[src/rtl/divider_unsigned_seq.sv]
// rtl/divider_unsigned_seq.sv - sequential unsigned restoring divider, one quotient bit per clock
module divider_unsigned_seq #(
    parameter int          WIDTH = 32,
    parameter logic [5:0]  DIVU  = 6'b011011,
    parameter logic [5:0]  OUT   = 6'b111111
) (
    input  logic                 clk,
    input  logic                 reset,
    input  logic [WIDTH-1:0]     dataA,
    input  logic [WIDTH-1:0]     dataB,
    input  logic [5:0]           Signal,
    output logic [2*WIDTH-1:0]   dataOut,
    output logic                 busy,
    output logic                 done,
    output logic                 div_zero
);

    localparam int CW = $clog2(WIDTH);

    localparam logic [1:0] S_IDLE = 2'd0;
    localparam logic [1:0] S_RUN  = 2'd1;
    localparam logic [1:0] S_DONE = 2'd2;

    logic [1:0]           r_state;
    logic [2*WIDTH-1:0]   r_rq;
    logic [WIDTH-1:0]     r_div;
    logic [CW-1:0]        r_cnt;
    logic [2*WIDTH-1:0]   r_out;
    logic                 r_busy;
    logic                 r_done;
    logic                 r_div_zero;

    logic [WIDTH:0]       w_t;
    logic                 w_ge;
    logic [WIDTH-1:0]     w_sub;
    logic [2*WIDTH-1:0]   w_rq_step;

    // Partial remainder shifted left plus the next dividend bit; the extra MSB keeps 2*rem+1 exact.
    always_comb begin
        w_t       = {r_rq[2*WIDTH-1:WIDTH], r_rq[WIDTH-1]};
        w_ge      = (w_t >= {1'b0, r_div});
        w_sub     = w_t[WIDTH-1:0] - r_div;
        w_rq_step = w_ge ? {w_sub, r_rq[WIDTH-2:0], 1'b1}
                         : {w_t[WIDTH-1:0], r_rq[WIDTH-2:0], 1'b0};
    end

    always_ff @(posedge clk) begin
        if (reset) begin
            r_state    <= S_IDLE;
            r_rq       <= '0;
            r_div      <= '0;
            r_cnt      <= '0;
            r_out      <= '0;
            r_busy     <= 1'b0;
            r_done     <= 1'b0;
            r_div_zero <= 1'b0;
        end else begin
            // Status flags trail the state register by one edge.
            r_busy <= (r_state == S_RUN);
            r_done <= (r_state == S_DONE);
            case (r_state)
                S_IDLE: begin
                    if (Signal == OUT) begin
                        r_out <= r_rq;
                    end
                    if (Signal == DIVU) begin
                        r_div      <= dataB;
                        r_rq       <= {{WIDTH{1'b0}}, dataA};
                        r_cnt      <= '0;
                        r_div_zero <= (dataB == '0);
                        r_state    <= S_RUN;
                    end
                end
                S_RUN: begin
                    r_rq  <= w_rq_step;
                    r_cnt <= r_cnt + 1'b1;
                    if (r_cnt == CW'(WIDTH - 1)) begin
                        r_state <= S_DONE;
                    end
                end
                S_DONE: begin
                    if (Signal == OUT) begin
                        r_out <= r_rq;
                    end
                    r_state <= S_IDLE;
                end
                default: r_state <= S_IDLE;
            endcase
        end
    end

    assign dataOut  = r_out;
    assign busy     = r_busy;
    assign done     = r_done;
    assign div_zero = r_div_zero;

endmodule
[config.mk]
export PLATFORM = sky130hd
export DESIGN_NAME = divider_unsigned_seq
export DESIGN_NICKNAME = d
export VERILOG_FILES = /design/src/rtl/divider_unsigned_seq.sv
export SDC_FILE = /design/constraint.sdc
export NUM_CORES = 1
export LEC_CHECK = 0
export CAP_MARGIN = 0
export CORE_UTILIZATION = 40
export CTS_CLUSTER_DIAMETER = 150
export DETAILED_ROUTE_END_ITERATION = 10
export SLEW_MARGIN = 20
export SYNTH_ARGS = -nofsm -noshare
export SYNTH_HDL_FRONTEND = slang
export SYNTH_SLANG_ARGS = --single-unit
[constraint.sdc]
create_clock -name clk -period 3.4 [get_ports clk]
set_input_delay 0.51 -clock clk [delete_from_list [all_inputs] [get_ports clk]]
set_output_delay 0.51 -clock clk [all_outputs]
set_load 0.1 [all_outputs]
; Yosys cells after proc, flatten, opt, wreduce, memory -nomap -nowiden
; Cells that the tools add are included.
[op_classes]
add_sub_neg = 2
n_eq_ne = 7
reduce_logical = 8
n_mux = 8
order_cmp = 1
[ops]
columns = op, n
row1 = 64-bit two-way mux, 2
row2 = 64-bit case mux with 2 select lines, 1
row3 = 33-bit by 32-bit greater-or-equal comparator with 1-bit output, 1
row4 = 32-bit logical NOT, 1
row5 = 32-bit subtractor, 1
row6 = 5-bit case mux with 2 select lines, 1
row7 = 2-bit AND reduction, 4
row8 = "6-bit by 5-bit equality test with 1-bit output, second input constant", 1
row9 = "6-bit equality test, second input constant", 1
row10 = "5-bit by 1-bit adder with 5-bit output, second input constant", 1
row11 = "5-bit equality test, second input constant", 1
row12 = 5-bit two-way mux, 1
row13 = 2-bit two-way mux, 2
row14 = 2-bit case mux with 2 select lines, 1
row15 = "2-bit by 1-bit equality test with 1-bit output, second input constant", 1
row16 = "2-bit equality test, second input constant", 1
row17 = 2-bit logical NOT, 1
row18 = "2-bit by 1-bit != test with 1-bit output, second input constant", 1
row19 = "2-bit != test, second input constant", 1
row20 = 2-bit nonzero test, 1
row21 = 2-bit OR reduction, 1
[word_totals]
in_bits = 72
register_bits = 170
output_inout_bits = 67
wordCells = 34

; Logic depth before layout (Yosys ltp)
[depth]
ltp_word = 3
depth_mapped = 12

; Worst setup path before layout
; Ideal clock, no wire load.
[synth_timing]
path_type = register to register
from = reg r_rq[31]
to = reg r_rq[62]
setup_ns = 0.117
arrival_ns = 2.371
slack_ns = 0.912
path_buffers = 0
period_less_slack_ns = 2.488
stages_incl_launch_ff = 12
cell_sequence = dfxtp_1 -> inv_1 -> ha_1 -> fa_1 -> nand2b_1 -> a21oi_1 -> o41a_1 -> a31o_2 -> a21oi_1 -> o31ai_1 -> mux2i_1 -> nand2_1
[synth_via]
elab_chain_cells = 3
elab_cells_between_ends = 4
[synth_rtl]
columns = element, line_no
row1 = from (decl), 25  ; logic [2*WIDTH-1:0] r_rq;
row2 = from (signal assigned), 68  ; r_rq <= {{WIDTH{1'b0}}, dataA};
row3 = from (signal assigned), 75  ; r_rq <= w_rq_step;
row4 = 32-bit subtractor or 33-bit by 32-bit greater-or-equal comparator with 1-bit output (tied branches), "42, 41"
row5 = 64-bit two-way mux (*), 43  ; w_rq_step = w_ge ? {w_sub, r_rq[WIDTH-2:0], 1'b1}
row6 = 64-bit case mux with 2 select lines (*), 61  ; case (r_state)
; Mark *: on every way between the ends. The rest lies on a longest branch, timed or not.
; A chain may end at the register's enable or synchronous reset.

; Worst setup path in the final report
; Same ends and word-level chain as after synthesis.

==> reports/metrics.cfg <==
[finish]
ff_latch_area_um2=3403
stdcell_area_um2=10490
fin_util_pct=51.68
fill_cells=2015
finalNonFillerCells=1477
syn_to_final_growth_pct=26.44
fin_nets=1301
n_antenna_cell=0
drive_above_1_share_pct=5.220
multi_input_area_um2=4478

[grt]
antenna_found_initial=0
track_usage_pct=21.61
grt-ovfl-total=0
grt_pass1_vias=7354
grt_pass1_wl_mm=37.48
grt_max_degree=66

[clock_network]
path_clk_slew_ns=0.06
cts.repair.resized=0
cts.sinks=170
cts_buffers=17
cts_max_level=4
clk_latency_ns=0.43
post_cts_buffers=0
cts_tree=yes
clockBufferDepth=2
cts.hold.buffers_added=0
root_buffer=clkbuf_16

[routing]
drc_errors=0
vias=7782
firstDrtPassIters=5
ant_nets=0
detail_route.iter0.violations=451
vias_per_cell=5.269
avgRoutedWirePerCell_um=15.33
wl_mm=22.64

[synth]
ys_top_cells_by_count=nand2_1 (307), dfxtp_1 (170), a21oi_1 (138), nor2_1 (71), clkbuf_1 (61)
ys_types=59
synthFlopType=dfxtp_1
synth.cell_area_um2=8297
synth_top_area_share_pct=41.02
synth_edf_count=0
synth_area_leaders=dfxtp_1 (41%), nand2_1 (14%), a21oi_1 (8.3%)
synth_area_leader_cell=dfxtp_1
yosysWarnings=0
yosysMostFrequentCell=nand2_1
ys_seq_elements=170
synth_area_per_cell_um2=7.598
postSynthCellCount=1092
async_flop_share_pct=0
yosysSeqAreaShare_pct=41.02
synth_fp_nets=1199

[placed_design]
dpl_cell_area_um2=9881
finalWeightedCongestion=0.8644
pre_cts_ws_ns=0.6143
place_inst=1445
hpwl_mm=16.10
port_buffers=138

[power_and_ir_drop]
p_leak_uw=0.003857
vdd_drop_max_uv=354.8
pwr_density_cell_nw_per_um2=420.1

[sta]
layout_min_cycle_time_ns=2.811
fin_crit_sh_pct=82.69
fin_skew_ns=0.01065
setup_viol=0
rsz0062_at_grt=no
relSlewSlack_pct=32.56
fmax_ghz=0.3557
maxSlewViolCount=0
setup_ws_ns=0.5886
worst_slew_pin_slew_ns=1.008
final.setup.tns_ns=0
final-hold-violation-count=0

[die]
rows=52
start_util_pct=40.87
die_w_um=146.0
io_pins=139
core_um2=20300
die_area_um2=21320
die_h_um=146.0

[setup_path]
crit_fanout=5
worstPathRequired_ns=3.72
crit_path_end_kind=flip-flop
path_class=reg -> reg
critical_path_arrival_ns=3.13
start_kind=flip-flop

[outcome]
status=completed

[run]
max_cap_viol_count=0

[worst_hold_path]
hp-class=reg -> reg

[metrics by stage]
stage,total power [uW],hold slack (ns)
final,4407,0.4519
after global routing,4585,0.4667
after CTS,4453,0.4561
after detailed placement,2449,0.4470
after global placement,2451,0.4417
after floorplan,2294,0.4284
[state kept, by name, indices dropped and copies added (netlist names)]
name      cells
r_rq         64
done          1
r_cnt         5
r_state       2
busy          1
dataOut      64
r_div        32
div_zero      1
[placed cells by master (no fill, tap or decap), drive strengths merged, types with 11 or more instances in the layout]
cell	netlist	routed
a21oi	138	138
nand3	17	17
clkbuf	61	19
nand2	307	307
inv	35	41
nor2	71	71
a311oi	31	31
buf	12	19
ha	34	34
nor3	12	12
a32oi	17	17
dfxtp	170	170
nor4	11	11
a21o	13	13
clkdlybuf4s50	0	137
xnor2	11	11
o21ai	40	40
xor2	13	13
[worst max-delay path, stage by stage (launching register included)]
cell,delay (ns)
dfxtp_1,0.37
inv_1,0.06
ha_1,0.22
fa_1,0.40
nand2b_1,0.18
a21oi_1,0.18
o41a_1,0.31
a31o_2,0.23
a21oi_1,0.15
o31ai_1,0.33
mux2i_1,0.22
nand2_1,0.06
[report_power, final]
part | switching, uW | leakage, uW | internal (uW)
clock network | 858 | 0.000299 | 1140
registers | 10.3 | 0.00137 | 2000
logic | 212 | 0.00219 | 179
[layer usage]
metal  vias up  part of all wire [%]  track usage [%]
met2       177                    44            33.83
met1      3601                    50            30.17
met4         0                   1.3            6.667
met3        20                   4.3            3.906
met5         -                     0                0
li1       3984                     -                -
[area by class of cell]
type	instances	area share, %
Multi-Input combinational cell	813	42.69
Clock inverter	13	1.491
Sequential cell	170	32.44
Timing Repair Buffer	156	14.55
Clock buffer	19	4.318
Tap cell	270	3.220
Inverter	36	1.288
[worst paths after layout]
| check | start | to | slack [ns] | cells after the start |
|---|---|---|---|---|
| min | dataOut[44] | dataOut[44] | 0.45 | 2 |
| min reg2reg | dataOut[44] | dataOut[44] | 0.45 | 2 |
| max reg2reg | r_rq[31] | r_rq[62] | 0.59 | 11 |
| max | r_rq[31] | r_rq[62] | 0.59 | 11 |
[cell families after synthesis]
logic type | count (synthesis) | share of synthesized area [%]
xor gates and xnor gates | 24 | 2.534
adders and majority gates | 35 | 5.369
and+or+nand+nor | 459 | 23.01
muxes | 8 | 0.9803
AOI/OAI and AO/OA | 287 | 21.90
buffers and inverters | 109 | 5.188
DFF | 170 | 41.02
(Power assumes the default switching activity.)
==> RTL edit: new RTL, same settings <==
Change the parameter `WIDTH` from 32 to 64.
--- a/src/rtl/divider_unsigned_seq.sv
+++ b/src/rtl/divider_unsigned_seq.sv
@@ -1,5 +1,5 @@
 // rtl/divider_unsigned_seq.sv - sequential unsigned restoring divider, one quotient bit per clock
 module divider_unsigned_seq #(
-    parameter int          WIDTH = 32,
+    parameter int          WIDTH = 64,
     parameter logic [5:0]  DIVU  = 6'b011011,
     parameter logic [5:0]  OUT   = 6'b111111
Ports: changed (resized dataA, dataB and dataOut); port bits go from 139 to 267. No check against the original RTL was run, so the function may have changed too.
==> RTL edit against the unedited design <==
- cell area increased by 100%
- routed wire length increased by 140%
- sequential share of layout area fell by 1.2 points
- first-iteration DRC count grew to 2.8 times the old value
- setup slack got worse by 480 ps
- count of clock-buffer cells in the layout increased by 36
- sequential cell count is 161 higher
- area after synthesis increased by 99%
- core utilization rose by 1.2 points
- die area up 97%
- global-route usage grew 3.5 points
- power rose by 150%
- combinational power grew to 7.4 times the old value
- largest power group is now clock
==> RTL edit: results (changes against the unedited design) <==
Final min period=3290 ps (+476 ps); metal3 WL=2640 µm (+170%); Max IR drop VDD=0.424 mV (+20%); largest net degree at the start of global routing=137 (+110%); fill count=4,016 (+99%); Synth Area in Compound Gates=0.210 (-0.00915); CP max stage delay=490 ps (+90 ps); Via density=5.47 (+3.8%); met2 routed WL=24,800 µm (+150%); Synth area leaders=dfxtp_1 (40%), nand2_1 (12%), a21oi_1 (10%); delay-heaviest family, CP=simple AND/OR/NAND/NOR gates; slowest cell on the critical path=or4_1; path depth of the worst reg2reg path=10 (-1); sequential share of the synthesized area=0.402 (-0.00816); worst slew pin tran=1120 ps (+114 ps); outcome=finished clean; vias in the first global route=15,898 (+120%); non-filler instance count after layout=3,010 (+100%); Worst R2R Start=r_rq[120]$_SDFFE_PP0P_; layout cells sized above 1=0.0724 (+0.0202); HPWL Detailed=37,900 µm (+140%); multiplexer share of the synthesized area=0.00805 (-0.00176); total track usage=0.251 (+0.0349); PortBufs=266 (+93%); Routed WL=53,600 µm (+140%); CP max FO=7 (+2); R2R Setup Slk=110 ps (-480 ps); worst clock skew=13.5 ps (+2.83 ps); reg-to-reg endpoint=r_rq[125]$_SDFFE_PP0P_; post-CTS sizing=7 (+7); first-pass GRT wire length=84,600 µm (+130%); worst slack, placed=-162 ps (-776 ps); H-tree depth=2 (-2); Avg Inst Size Synth=7.35 µm² (-3.2%); M1 GR Usage=0.336 (+0.0341); clock tree buffer depth=3 (+1); CTS Buf Count=38 (+21); post-synthesis adder-cell area fraction=0.0506 (-0.00313); Post-Syn Nets=2,444 (+100%); top cells by count, synth=nand2_1 (510), a21oi_1 (342), dfxtp_1 (331); Leak=8.23 nW (+110%); Skew-Pair Late Insertion Delay=550 ps (+120 ps); hold crit path type=input pin to flip-flop; xor/xnor share of the synthesized area=0.0287 (+0.00336); Worst Path Arrival=3780 ps (+650 ps); M1 wire length=24,500 µm (+120%); Placed Instances=2,942 (+100%); met3 GRT Util=0.0385 (-0.000564)
## RTL edit: changes by cell type after synthesis, moves of 65 or more
cell	before	now
dfxtp_1	170	331
clkbuf_1	61	137
nor2_1	71	212
nand2_1	307	510
a21oi_1	138	342
o21ai_0	15	80
## RTL edit: power breakdown
part | switching (mW) | internal (mW) | total [mW] | leakage [nW]
Combinational | 1.64 | 1.23 | 2.88 | 4.95
Sequential | 0.0333 | 3.92 | 3.95 | 2.67
Clock | 1.66 | 2.52 | 4.18 | 0.610
## RTL edit: through the flow
step | util | hold WS [ps]
2_1_floorplan | - | 436
3_3_place_gp | 0.493 | 442
3_5_place_dp | 0.493 | 446
4_1_cts | 0.525 | 361
5_1_grt | 0.528 | 393
6_report | 0.528 | 387
## RTL edit: layout make-up
class | count | area share
multi-input cells | 1661 | 0.426
flip-flops and latches | 331 | 0.312
repair buffers | 344 | 0.158
clock buffers | 55 | 0.0511
well taps | 525 | 0.0309
inverters | 83 | 0.0147
clock inverters | 11 | 0.00760
